**src/rtl/mem_pkg.sv**
```systemverilog
// Shared definitions for the memory stage: access-size codes, writeback
// select codes, ctrl bit positions and the stage FSM encoding.
package mem_pkg;

  localparam logic [2:0] MEM_B  = 3'b000;
  localparam logic [2:0] MEM_H  = 3'b001;
  localparam logic [2:0] MEM_W  = 3'b010;
  localparam logic [2:0] MEM_BU = 3'b100;
  localparam logic [2:0] MEM_HU = 3'b101;

  localparam logic [1:0] WB_ALU  = 2'b00;
  localparam logic [1:0] WB_LOAD = 2'b01;
  localparam logic [1:0] WB_PC   = 2'b10;
  localparam logic [1:0] WB_RSVD = 2'b11;

  localparam int unsigned CTRL_MEM_READ  = 13;
  localparam int unsigned CTRL_MEM_WRITE = 12;
  localparam int unsigned CTRL_F3_HI     = 11;
  localparam int unsigned CTRL_F3_LO     = 9;
  localparam int unsigned CTRL_WB_HI     = 8;
  localparam int unsigned CTRL_WB_LO     = 7;

  typedef enum logic {IDLE, ACCESS} mem_state_t;

  // The reserved select code falls back to the ALU result.
  function automatic logic [31:0] wb_select(input logic [1:0]  sel,
                                            input logic [31:0] alu,
                                            input logic [31:0] load,
                                            input logic [31:0] pc);
    logic [31:0] r;
    case (sel)
      WB_LOAD: r = load;
      WB_PC:   r = pc;
      default: r = alu;
    endcase
    return r;
  endfunction

endpackage

```
**src/rtl/mem_align.sv**
```systemverilog
// Byte-lane steering for the data-memory port: store enables/data, load
// extraction with sign/zero extension, and misalignment detection.
module mem_align
  import mem_pkg::*;
(
  input  logic [2:0]  funct3,
  input  logic [1:0]  addr,
  input  logic [31:0] rs2,
  input  logic [31:0] rdata,
  output logic [3:0]  be,
  output logic [31:0] wdata,
  output logic [31:0] load_data,
  output logic        misaligned
);

  logic [31:0] shifted;
  logic [7:0]  byte_val;
  logic [15:0] half_val;

  assign shifted  = rdata >> {addr, 3'b000};
  assign byte_val = shifted[7:0];
  assign half_val = addr[1] ? rdata[31:16] : rdata[15:0];

  // Unknown size codes are handled as word accesses.
  always_comb begin
    be         = 4'b1111;
    wdata      = rs2;
    load_data  = rdata;
    misaligned = 1'b0;
    case (funct3)
      MEM_B, MEM_BU: begin
        be        = 4'b0001 << addr;
        wdata     = {4{rs2[7:0]}};
        load_data = (funct3 == MEM_B) ? {{24{byte_val[7]}}, byte_val}
                                      : {24'b0, byte_val};
      end
      MEM_H, MEM_HU: begin
        be         = addr[1] ? 4'b1100 : 4'b0011;
        wdata      = {2{rs2[15:0]}};
        load_data  = (funct3 == MEM_H) ? {{16{half_val[15]}}, half_val}
                                       : {16'b0, half_val};
        misaligned = addr[0];
      end
      default: begin
        misaligned = (addr != 2'b00);
      end
    endcase
  end

endmodule

```
**src/rtl/mem_access.sv**
```systemverilog
// Memory stage: issues loads/stores over a ready/valid port, stalls upstream
// while a request is outstanding, and registers the writeback bundle.
module mem_access
  import mem_pkg::*;
#(
  parameter int REG_WIDTH = 32,
  parameter int REG_COUNT = 32,
  parameter int CTRL_SIZE = 21,
  parameter int REG_BITS  = $clog2(REG_COUNT)
) (
  input  logic                                           clk,
  input  logic                                           rstn,
  input  logic [REG_BITS+1+CTRL_SIZE-7+3*REG_WIDTH-1:0]  exc_mem_reg,
  input  logic                                           in_valid,
  output logic                                           mem_stall,
  output logic                                           dmem_req,
  output logic                                           dmem_we,
  output logic [31:0]                                    dmem_addr,
  output logic [31:0]                                    dmem_wdata,
  output logic [3:0]                                     dmem_be,
  input  logic                                           dmem_ready,
  input  logic [31:0]                                    dmem_rdata,
  output logic [REG_BITS+1+REG_WIDTH-1:0]                mem_wb_reg,
  output logic                                           out_valid,
  output logic                                           misalign
);

  localparam int CW = CTRL_SIZE - 7;
  localparam int BW = REG_BITS + 1 + CW + 3*REG_WIDTH;

  logic [REG_WIDTH-1:0] in_pc, in_rs2, in_alu;
  logic [CW-1:0]        in_ctrl;
  logic                 in_we;
  logic [REG_BITS-1:0]  in_rd;
  logic                 in_read, in_write, in_mem;
  logic [2:0]           in_f3;
  logic [1:0]           in_wb;
  logic [6:0]           unused_ctrl;

  assign in_pc    = exc_mem_reg[REG_WIDTH-1:0];
  assign in_rs2   = exc_mem_reg[2*REG_WIDTH-1:REG_WIDTH];
  assign in_alu   = exc_mem_reg[3*REG_WIDTH-1:2*REG_WIDTH];
  assign in_ctrl  = exc_mem_reg[3*REG_WIDTH+CW-1:3*REG_WIDTH];
  assign in_we    = exc_mem_reg[3*REG_WIDTH+CW];
  assign in_rd    = exc_mem_reg[BW-1:3*REG_WIDTH+CW+1];
  assign in_read  = in_ctrl[CTRL_MEM_READ];
  assign in_write = in_ctrl[CTRL_MEM_WRITE];
  assign in_mem   = in_read | in_write;
  assign in_f3    = in_ctrl[CTRL_F3_HI:CTRL_F3_LO];
  assign in_wb    = in_ctrl[CTRL_WB_HI:CTRL_WB_LO];
  assign unused_ctrl = in_ctrl[6:0];

  mem_state_t state, state_next;

  logic [REG_BITS-1:0]  acc_rd;
  logic                 acc_we;
  logic [2:0]           acc_f3;
  logic [1:0]           acc_wb;
  logic [REG_WIDTH-1:0] acc_alu, acc_pc;

  logic [2:0]  al_f3;
  logic [1:0]  al_addr;
  logic [3:0]  al_be;
  logic [31:0] al_wdata, al_load;
  logic        al_mis;
  logic        mis_hit;

  // One aligner serves both phases: issue-side lanes in IDLE, load
  // extraction from the held request in ACCESS.
  assign al_f3   = (state == ACCESS) ? acc_f3 : in_f3;
  assign al_addr = (state == ACCESS) ? acc_alu[1:0] : in_alu[1:0];
  assign mis_hit = in_mem & al_mis;

  mem_align u_align (
    .funct3     (al_f3),
    .addr       (al_addr),
    .rs2        (in_rs2),
    .rdata      (dmem_rdata),
    .be         (al_be),
    .wdata      (al_wdata),
    .load_data  (al_load),
    .misaligned (al_mis)
  );

  always_ff @(posedge clk or negedge rstn) begin
    if (!rstn) state <= IDLE;
    else       state <= state_next;
  end

  always_comb begin
    state_next = state;
    case (state)
      IDLE:   if (in_valid && in_mem && !al_mis) state_next = ACCESS;
      ACCESS: if (dmem_ready) state_next = IDLE;
      default: state_next = IDLE;
    endcase
  end

  always_comb begin
    dmem_req  = 1'b0;
    mem_stall = 1'b0;
    if (state == ACCESS) begin
      dmem_req  = 1'b1;
      mem_stall = 1'b1;
    end
  end

  assign dmem_addr = {acc_alu[31:2], 2'b00};

  always_ff @(posedge clk or negedge rstn) begin
    if (!rstn) begin
      mem_wb_reg <= '0;
      out_valid  <= 1'b0;
      misalign   <= 1'b0;
      dmem_we    <= 1'b0;
      dmem_be    <= '0;
      dmem_wdata <= '0;
      acc_rd     <= '0;
      acc_we     <= 1'b0;
      acc_f3     <= '0;
      acc_wb     <= '0;
      acc_alu    <= '0;
      acc_pc     <= '0;
    end else begin
      misalign <= 1'b0;
      case (state)
        IDLE: begin
          if (!in_valid) begin
            out_valid <= 1'b0;
          end else if (in_mem && !al_mis) begin
            out_valid  <= 1'b0;
            dmem_we    <= in_write;
            dmem_be    <= in_write ? al_be : 4'b0000;
            dmem_wdata <= al_wdata;
            acc_rd     <= in_rd;
            acc_we     <= in_we & ~in_write;
            acc_f3     <= in_f3;
            acc_wb     <= in_wb;
            acc_alu    <= in_alu;
            acc_pc     <= in_pc;
          end else begin
            mem_wb_reg <= {in_rd, in_we & ~in_mem, wb_select(in_wb, in_alu, '0, in_pc)};
            out_valid  <= 1'b1;
            misalign   <= mis_hit;
          end
        end
        ACCESS: begin
          if (dmem_ready) begin
            mem_wb_reg <= {acc_rd, acc_we, wb_select(acc_wb, acc_alu, al_load, acc_pc)};
            out_valid  <= 1'b1;
          end else begin
            out_valid  <= 1'b0;
          end
        end
        default: out_valid <= 1'b0;
      endcase
    end
  end

endmodule

```
**config.mk**
```make
export PLATFORM = sky130hd
export DESIGN_NAME = mem_access
export DESIGN_NICKNAME = d
export VERILOG_FILES = /design/src/rtl/mem_pkg.sv /design/src/rtl/mem_align.sv /design/src/rtl/mem_access.sv
export SDC_FILE = /design/constraint.sdc
export NUM_CORES = 1
export LEC_CHECK = 0
export CAP_MARGIN = 20
export CORE_MARGIN = 1
export CORE_UTILIZATION = 45
export CTS_CLUSTER_DIAMETER = 50
export DETAILED_ROUTE_END_ITERATION = 8
export PLACE_DENSITY = 0.84
export SLEW_MARGIN = 10
export SYNTH_ARGS = -nofsm -noshare
export SYNTH_HDL_FRONTEND = slang
export SYNTH_HIERARCHICAL = 1
export SYNTH_SLANG_ARGS = --single-unit
```
**constraint.sdc**
```tcl
create_clock -name clk -period 3.6 [get_ports clk]
set_clock_uncertainty 0.05 [all_clocks]
set_input_delay 0.36 -clock clk [delete_from_list [all_inputs] [get_ports clk]]
set_output_delay 0.36 -clock clk [all_outputs]
set_load 0.02 [all_outputs]
```
Word level (Yosys, flattened, before mapping)
Cells that the tools add are included.
{"block": "word_totals", "ff_bits": 153, "input_bits": 152, "word_cells": 70}
{"block": "op_classes", "n_eq_ne": 10, "n_shift": 2, "muxes": 28, "n_bitwise": 7, "n_reduce_logical": 10}
{"operator": "$pmux 32 s2", "n": 4}
{"operator": "$mux 38", "n": 3}
{"operator": "$pmux 38 s2", "n": 1}
{"operator": "$mux 32", "n": 2}
{"operator": "$shr 32x5->8", "n": 1}
{"operator": "$mux 16", "n": 1}
{"operator": "$mux 1", "n": 9}
{"operator": "$mux 4", "n": 2}
{"operator": "$pmux 4 s2", "n": 1}
{"operator": "$eq 3x3->1 const B", "n": 2}
{"operator": "$ne 2x2->1 const B", "n": 3}
{"operator": "$pmux 1 s2", "n": 3}
{"operator": "$reduce_and 3->1", "n": 2}
{"operator": "$eq 2x1->1 const B", "n": 2}
{"operator": "$eq 2x2->1 const B", "n": 2}
{"operator": "$reduce_or 2->1", "n": 2}
{"operator": "$shl 1x2->4 const A", "n": 1}
{"operator": "$and 1x1->1", "n": 3}
{"operator": "$eq 3x1->1 const B", "n": 1}
{"operator": "$logic_and 1x1->1", "n": 3}
{"operator": "$logic_not 3->1", "n": 1}
{"operator": "$mux 3", "n": 1}
{"operator": "$not 1->1", "n": 3}
{"operator": "$mux 2", "n": 1}
{"operator": "3 further kinds", "n": 3}

Logic depth before layout (Yosys ltp)
Gate-level depths: netlist of the first run.
{"block": "depth", "word_depth": 9, "depth_mapped": 12, "ltp_nobuf": 7}

Hierarchy
Netlist of the first run, hierarchy kept.
{"module": "mem_access", "instances": 1, "cells_each": 592, "area_each_um2": 7412.1, "seq_area_each_um2": 3828.7}
{"module": "mem_align", "instances": 1, "cells_each": 189, "area_each_um2": 1234.9, "seq_area_each_um2": 0.0}

Worst setup path after synthesis of the first run
Ideal clock, no wire load.
{"block": "synth_timing", "path_kind": "reg-to-reg", "start": "register state", "end": "register dmem_wdata[27]", "setup_ps": 128, "arrival_ps": 2931, "slack_ps": 492, "path_stages_with_launch": 12, "n_path_buf": 6, "cell_sequence": "dfrtp_1 > buf_2 > buf_2 > mux2_2 > buf_2 > buf_2 > a21oi_1 > nor2_1 > nor4b_4 > buf_4 > buf_4 > mux2_1"}
{"block": "synth_via", "elab_chain_len": 7}
{"item": "start: declaration", "line_no": "mem_access.sv:53", "source": "mem_state_t state, state_next;"}
{"item": "start signal: assignment", "line_no": "mem_access.sv:87", "source": "else state <= state_next;"}
{"item": "$mux 3 (*)", "line_no": "mem_access.sv:70", "source": "assign al_f3 = (state == ACCESS) ? acc_f3 : in_f3;"}
{"item": "named net al_f3[1]", "line_no": "mem_access.sv:61", "source": "logic [2:0] al_f3;"}
{"item": "$eq 3x3->1 (tied with other cells)", "line_no": "mem_align.sv:30", "source": "case (funct3)"}
{"item": "$reduce_or 2->1", "line_no": "mem_align.sv:30"}
{"item": "$pmux 1 s2 (*)", "line_no": "mem_align.sv:30"}
{"item": "named net al_mis", "line_no": "mem_access.sv:65", "source": "logic al_mis;"}
{"item": "$logic_not 1->1 (*)", "line_no": "mem_access.sv:130", "source": "end else if (in_mem && !al_mis) begin"}
{"item": "$logic_and 1x1->1 (*)", "line_no": "mem_access.sv:130"}
{"item": "$reduce_and 3->1 (no line) (*)"}
{"item": "end signal: assignment", "line_no": "mem_access.sv:134", "source": "dmem_wdata <= al_wdata;"}
{"item": "end: declaration", "line_no": "mem_access.sv:19", "source": "output logic [31:0] dmem_wdata,"}
Mark *: on every way through the listed nets, which the timed path passes. The rest lies on a longest branch.
A chain may end at the register's enable or synchronous reset.

Worst setup path in the final report of the first run
{"block": "layout_timing", "start": "register state", "end": "register mem_wb_reg[14]"}
{"block": "layout_via", "elab_chain_len": 8}
{"item": "$mux 3 (*)", "line_no": "mem_access.sv:70"}
{"item": "named net al_f3[0]", "line_no": "mem_access.sv:61"}
{"item": "$eq 3x3->1 (tied with other cells)", "line_no": "mem_align.sv:30"}
{"item": "$reduce_or 2->1", "line_no": "mem_align.sv:30"}
{"item": "$pmux 1 s2 (*)", "line_no": "mem_align.sv:30"}
{"item": "named net al_mis", "line_no": "mem_access.sv:65"}
{"item": "$logic_not 1->1 (*)", "line_no": "mem_access.sv:130"}
{"item": "$logic_and 1x1->1 (*)", "line_no": "mem_access.sv:130"}
{"item": "$ne 2x2->1 (no line) (*)"}
{"item": "$reduce_and 3->1 (no line) (*)"}
{"item": "end signal: assignment", "line_no": "mem_access.sv:142", "source": "mem_wb_reg <= {in_rd, in_we & ~in_mem, wb_select(in_wb, in_alu, '0, in_pc)};"}
{"item": "end signal: assignment", "line_no": "mem_access.sv:149", "source": "mem_wb_reg <= {acc_rd, acc_we, wb_select(acc_wb, acc_alu, al_load, acc_pc)};"}
{"item": "end: declaration", "line_no": "mem_access.sv:23", "source": "output logic [REG_BITS+1+REG_WIDTH-1:0] mem_wb_reg,"}
Mark *: on every way through the listed nets, which the timed path passes. The rest lies on a longest branch. The select of a mux whose other input is x is not followed.

==> summary.txt, run 1 <==
Detailed routing
  – Avg WL per Cell: 22.1 microns
  – Routed vias: roughly 7300
  – Via density: between 6 and 7
  – Drt first-iter violations: 482
  – Post-route ant nets: 0
  – DR pass1 iterations: 6
  – DRC violations left: 0
  – Post-Route WL: approximately 27000 microns

Clocking
  – TritonCTS clock tree: done
  – Post-CTS setup buffers: 0
  – H-tree depth: 4
  – Longest Clk Path Bufs: 2
  – Clk root buf: clkbuf_16
  – CTS clock-pin slew for the worst setup and hold paths: 0.07 ns
  – # clock sinks: 153
  – CTS buffer count: 17
  – Skew-Pair Late Insertion Delay: 0.42 ns

Min path
  – Worst Hold End: acc_rd[2]
  – Worst Hold Path Cells: 1
  – Hold_sp: acc_rd[2]
  – Min-delay worst type: reg -> reg

STA
  – Unrepaired setup endpoints after global routing: no
  – Period utilisation layout: approximately four fifths
  – Fmax: roughly 0.34 GHz
  – Relative slew margins: ~47%
  – Fin crit period: roughly 2.9 ns
  – Final Max Tran Viols: 0
  – Final setup TNS: 0 ns
  – Worst Max-Slew Pin Slew: around 0.8 ns
  – Fin. Hold Viols: 0
  – # setup viols final: 0

Pwr
  – Internal power: 0.00671 W
  – Sequential share of power: between 20% and 30%
  – Clk pwr share: 17.6%
  – Leak Pwr: 4.67 nW
  – Switching power share of the total: approximately two fifths
  – Comb pwr share: 54.7%
  – Psw: about 0.0045 W
  – Power Density: between 900 and 1000 nW/um^2
  – VDD IR max: about 0.54 mV

Floorplanning
  – Starting density of the core: roughly 46%
  – Die Ht: approximately 140 microns
  – Standard-cell rows: 50
  – Core Region: 18800 sq um
  – Die ar.: 19800 sq um
  – Chip Width: ~140 microns
  – Ports: 263

Critical path
  – Arr. time, crit path: ~3.2 ns
  – Worst-case reg-to-reg path depth: 7
  – Worst Setup Path Type: reg -> reg
  – Crit Reg-Reg Startpoint: state
  – Worst-path fanout max: 26
  – Worst R2R End: mem_wb_reg[14]
  – CP Data Required Time: ~3.8 ns
  – Crit end category: flip-flop
  – Reg2Reg Setup Slack: ~0.68 ns
  – Startpoint types: flip-flop

Placed design
  – Routability cong.: 0.840
  – HPWL Detailed: approximately 18000 microns
  – IO buf count: 253

Synth
  – Post-synth top area share: approximately 44%
  – Area leader, netlist: dfrtp_1
  – Flops & latches, synth: 153
  – Ys async rst share: between 90% and 100%
  – Ys flop type: dfrtp_1
  – Synth cell types: 43
  – Mapped Cells: about 780
  – Post-synth top cells: dfrtp_1, mux2_2, mux2_1
  – Mapped cell area: 8650 sq um
  – Yosys warnings: 6
  – Top-count cell post-synth: dfrtp_1
  – Post-synth EDFFs: 0
  – Synthesized area per cell: approximately 11 sq um
  – Sequential element share of the synthesized area: between 40% and 50%
  – Top post-synthesis cells by area: dfrtp_1, mux2_2, mux2_1

Layout
  – Share of cells above drive strength 1: about 14%
  – Reg area: ~3800 sq um
  – Final Util: approximately 62%
  – Fin nets: 1114
  – Fillers: 1508
  – Multi-input gate area: around 4000 sq um
  – Area grow syn2layout: 35.0%
  – Max FFs per register: 38

Global routing
  – First-pass GRT wire length: roughly 40000 microns
  – Total grt overflow: 0
  – Vias in the first global route: between 7000 and 8000
  – Total track usage: 26.5%
  – Antenna violations before repair: 3
  – Pin count of the biggest net entering global routing: about 80

Job
  – MaxCap Viol Count: 0

Outcome
  – Status: complete, no violations
-- stage by stage --
stage          total power, W  hold slack, ns  cell area (sq um)  std cells  setup slack, ns
2_1_floorplan         0.00714          0.0144               8650        782            0.492
3_3_place_gp          0.00908           0.411              11000       1173            0.543
3_5_place_dp          0.00925           0.424              11000       1173            0.463
4_1_cts                0.0113           0.440              11700       1206            0.700
5_1_grt                0.0118           0.452              11700       1208            0.512
6_report               0.0112           0.436              11700       1208            0.679
-- per-layer routing --
layer	share of wire [%]	vias up	track usage (%)	wire, microns
met5	0.049	-	0	13
met4	3.4	2	11.7	914
met3	7.7	69	7.20	2050
met2	49	356	44.0	13000
met1	40	3622	32.5	10700
li1	-	3262	-	-
-- what timing repair did --
action / 4_1_cts / 5_1_grt
setup endpoints to repair: 0 / 0
hold buffers: 1 / 0
endpoints found under the hold margin: 69 / 0
resized for setup: 0 / 0
-- final cells by class --
class	instances	area share, %
clock inverters	13	1.62
repair buffers	274	23.5
inverters	19	0.611
clock buffers	19	3.88
diodes	2	0.0429
multi-input cells	494	35.0
flip-flops and latches	153	32.8
well taps	234	2.51
-- worst max-delay path, stage by stage (launching register included) --
cell	delay, ns
dfrtp_2	0.50
mux2_2	0.62
a21oi_1	0.13
nor2_1	0.28
o21bai_2	0.19
a31o_2	0.46
buf_4	0.39
a31oi_1	0.14
-- worst max-delay path by stage --
stage	from	slack (ns)	to
finish	state	0.68	mem_wb_reg[14]
global route	state	0.51	mem_wb_reg[10]
CTS	state	0.70	mem_wb_reg[15]
detailed placement	exc_mem_reg[105]	0.46	mem_wb_reg[14]
global placement	exc_mem_reg[105]	0.54	mem_wb_reg[10]
floorplan	state	0.49	dmem_wdata[27]
-- power by group through the flow --
| stage | Clock, W | Combinational, W | Sequential (W) |
|---|---|---|---|
| global placement | 0 | 0.00599 | 0.00309 |
| floorplan | 0 | 0.00357 | 0.00356 |
| CTS | 0.00201 | 0.00614 | 0.00312 |
| detailed placement | 0 | 0.00611 | 0.00315 |
| global route | 0.00207 | 0.00650 | 0.00323 |
| finish | 0.00198 | 0.00614 | 0.00312 |
-- kinds of logic (layout without fill, tap and decap cells) --
| kind of cell | Yosys count | after routing | synth area share [%] |
|---|---|---|---|
| DFF | 153 | 153 | 44.3 |
| adders and majority gates | 3 | 3 | 0.434 |
| AOI/OAI and AO/OA | 179 | 179 | 17.1 |
| and+or+nand+nor | 154 | 154 | 9.41 |
| buffers and inverters | 135 | 325 | 8.64 |
| other | 1 | 4 | 0.0434 |
| muxes | 156 | 156 | 20.1 |
-- layout by cell type, fill, tap and decap left out, types with 2 or more instances in the layout --
master and instances:
nor2b_2 2, nor2b_1 20, a221oi_1 2, nand3_1 31, nand2_1 44, inv_6 3, o21bai_2 2, o21bai_1 4
a221o_1 38, clkbuf_8 2, and2_1 2, a21oi_1 2, mux2i_1 21, a32oi_1 31, a31oi_1 31, diode_2 2
nor2_1 14, or2_2 2, inv_1 18, mux2_2 69, a31o_2 2, conb_1 2, buf_4 16, nand2b_1 32
dfrtp_1 152, o21ai_0 8, a311oi_1 31, buf_12 4, clkinv_2 3, mux2_1 64, o221ai_1 8, bufinv_16 4
mux2_4 2, ha_1 2, o22ai_1 17, clkbuf_16 17, clkdlybuf4s50_1 252
No activity file was read; power rests on OpenSTA's default activity.
==> run 2, diff against run 1 <==
==> constraint.sdc (replaced) <==
create_clock -name clk -period 2.8 [get_ports clk]
set_clock_uncertainty 0.05 [all_clocks]
set_input_delay 0.28 -clock clk [delete_from_list [all_inputs] [get_ports clk]]
set_output_delay 0.28 -clock clk [all_outputs]
set_load 0.02 [all_outputs]
==> summary.txt, run 2 (synthesis results as in run 1) <==
STA
  – Unrepaired setup endpoints after global routing: no
  – Fmax: 0.381 GHz (+11%)
  – Worst Max-Slew Pin Slew: 0.700 ns (-0.102 ns)
  – Fin. Hold Viols: 0 (unchanged)
  – Fin crit period: 2.63 ns (-0.295 ns)
  – Relative slew margins: 53.3% (+6.8 points)
  – Final Max Tran Viols: 0 (unchanged)
  – Final setup TNS: 0 ns (unchanged)
  – Period utilisation layout: 93.8% (+13 points)
  – # setup viols final: 0 (unchanged)
  – Fin Hold WS: 0.359 ns (-0.0779 ns)

Placed design
  – IO buf count: 253 (unchanged)
  – Routability cong.: 0.851 (+1.3%)
  – Placed insts: 1187 (+1.2%)
  – HPWL Detailed: 18600 microns (+2.3%)

Pwr
  – Leak Pwr: 4.71 nW (+1.0%)
  – VDD IR max: 0.628 mV (+16%)
  – Power Density: 1220 nW/um^2 (+27%)

Global routing
  – Total track usage: 27.5% (+0.97 points)
  – Vias in the first global route: 7698 (+5.0%)
  – Pin count of the biggest net entering global routing: 63 (-23%)
  – First-pass GRT wire length: 42300 microns (+4.7%)
  – Antenna violations before repair: 2 (-1)
  – Total grt overflow: 0 (unchanged)

Floorplanning
  – Chip Width: 141 microns (unchanged)
  – Ports: 263 (unchanged)
  – Starting density of the core: 46.1% (unchanged)
  – Die ar.: 19800 sq um (unchanged)
  – Standard-cell rows: 50 (unchanged)
  – Core Region: 18800 sq um (unchanged)
  – Die Ht: 141 microns (unchanged)

Layout
  – Fin nets: 1128 (+1.3%)
  – Final Util: 62.8% (+0.58 points)
  – Fin cells: 1222 (+1.2%)
  – Max FFs per register: 38 (unchanged)
  – Area grow syn2layout: 36.2%
  – Highest-count cells in the layout ignoring fill and taps: clkdlybuf4s50_1, dfrtp_1, mux2_2
  – Share of cells above drive strength 1: 15.3% (+1.2 points)
  – Commonest non-fill, non-tap cell in the layout: clkdlybuf4s50_1

Clocking
  – H-tree depth: 4 (unchanged)
  – TritonCTS clock tree: done
  – Longest Clk Path Bufs: 2 (unchanged)
  – Clk root buf: clkbuf_16
  – Skew-Pair Late Insertion Delay: 0.42 ns (about the same)
  – CTS clock-pin slew for the worst setup and hold paths: 0.07 ns (about the same)
  – Post-CTS resize count: 0 (unchanged)
  – # clock sinks: 153 (unchanged)
  – Post-CTS setup buffers: 0 (unchanged)
  – CTS buffer count: 17 (unchanged)

Critical path
  – CP startpoint: state
  – Reg2Reg Setup Slack: 0.17 ns (-0.50 ns)
  – Startpoint types: flip-flop
  – Worst Setup Path Type: reg -> reg
  – Crit Reg-Reg Startpoint: state
  – Crit end category: flip-flop
  – Arr. time, crit path: 2.88 ns (-0.27 ns)
  – CP Data Required Time: 3.05 ns (-0.78 ns)
  – Worst-path fanout max: 23 (-12%)

Detailed routing
  – Via density: 6.08 (+0.45%)
  – Avg WL per Cell: 21.7 microns (-1.6%)
  – Routed vias: 7429 (+1.6%)
  – Post-Route WL: 26600 microns (-0.49%)
  – DR pass1 iterations: 5 (-1)
  – Drt first-iter violations: 551 (+14%)
  – Post-route ant nets: 0 (unchanged)
  – DRC violations left: 0 (unchanged)

Min path
  – Min-delay worst type: in -> async

Job
  – MaxCap Viol Count: 0 (unchanged)

Outcome
  – Status: complete, no violations
## run 2: changes by cell type in the layout (fill, tap and decap cells not counted), sizes merged
cell and change:
bufinv -3, clkbuf -1, clkinv -1, clkinvlp +4
inv +1, buf +14
## run 2: path summary, 6_finish.rpt
check                                 end  depth (start not counted)
max reg2reg                mem_wb_reg[32]                          6
min                           acc_alu[17]                          2
min reg2reg                     acc_rd[1]                          1
max in group asynchronous  mem_wb_reg[24]                          3
max                        mem_wb_reg[32]                          6
min in group clk                acc_wb[0]                          3
## run 2: metrics by stage
step	setup slack [ns]	instance area (sq um)	total power, W
after detailed placement	0.0123	11200	0.0121
after global routing	0.0376	11800	0.0152
after global placement	0.0545	11200	0.0119
final	0.174	11800	0.0144
after CTS	0.172	11800	0.0144
after floorplan	0.00568	8700	0.00923
## run 2: final cells by class
type,count,area [sq um]
inverters,19,71.3
repair buffers,288,2910
diodes,2,5.00
flip-flops and latches,153,3830
clock buffers,18,439
fillers,1495,6990
clock inverters,14,140
well taps,234,293
multi-input cells,494,4090
## run 2: per-layer routing
metal  up-vias  global-route usage (%)  wire, microns
met5         -                       0              0
met4         0                    14.5           1190
met3        76                    7.00           2170
met2       415                    44.0          12600
met1      3642                    34.4          10600
li1       3296                       -              -
## run 2: report_power, final
part / internal (W) / total [W] / switching [W]
Combinational: 0.00389 / 0.00809 / 0.00420
Clock: 0.00127 / 0.00227 / 0.00100
Sequential: 0.00336 / 0.00401 / 0.000654
Total: 0.00851 / 0.0144 / 0.00586
## run 2: repair_timing
| action | 4_1_cts | 5_1_grt |
|---|---|---|
| endpoints found under the setup margin | 0 | 0 |
| endpoints found under the hold margin | 60 | 0 |
| hold buffers | 1 | 0 |
## run 2: critical path: stages (launching register included)
cell,delay [ns]
dfrtp_2,0.48
mux2_2,0.41
a21oi_1,0.10
nor2_1,0.25
o21bai_2,0.19
a31o_2,0.63
mux2_2,0.41
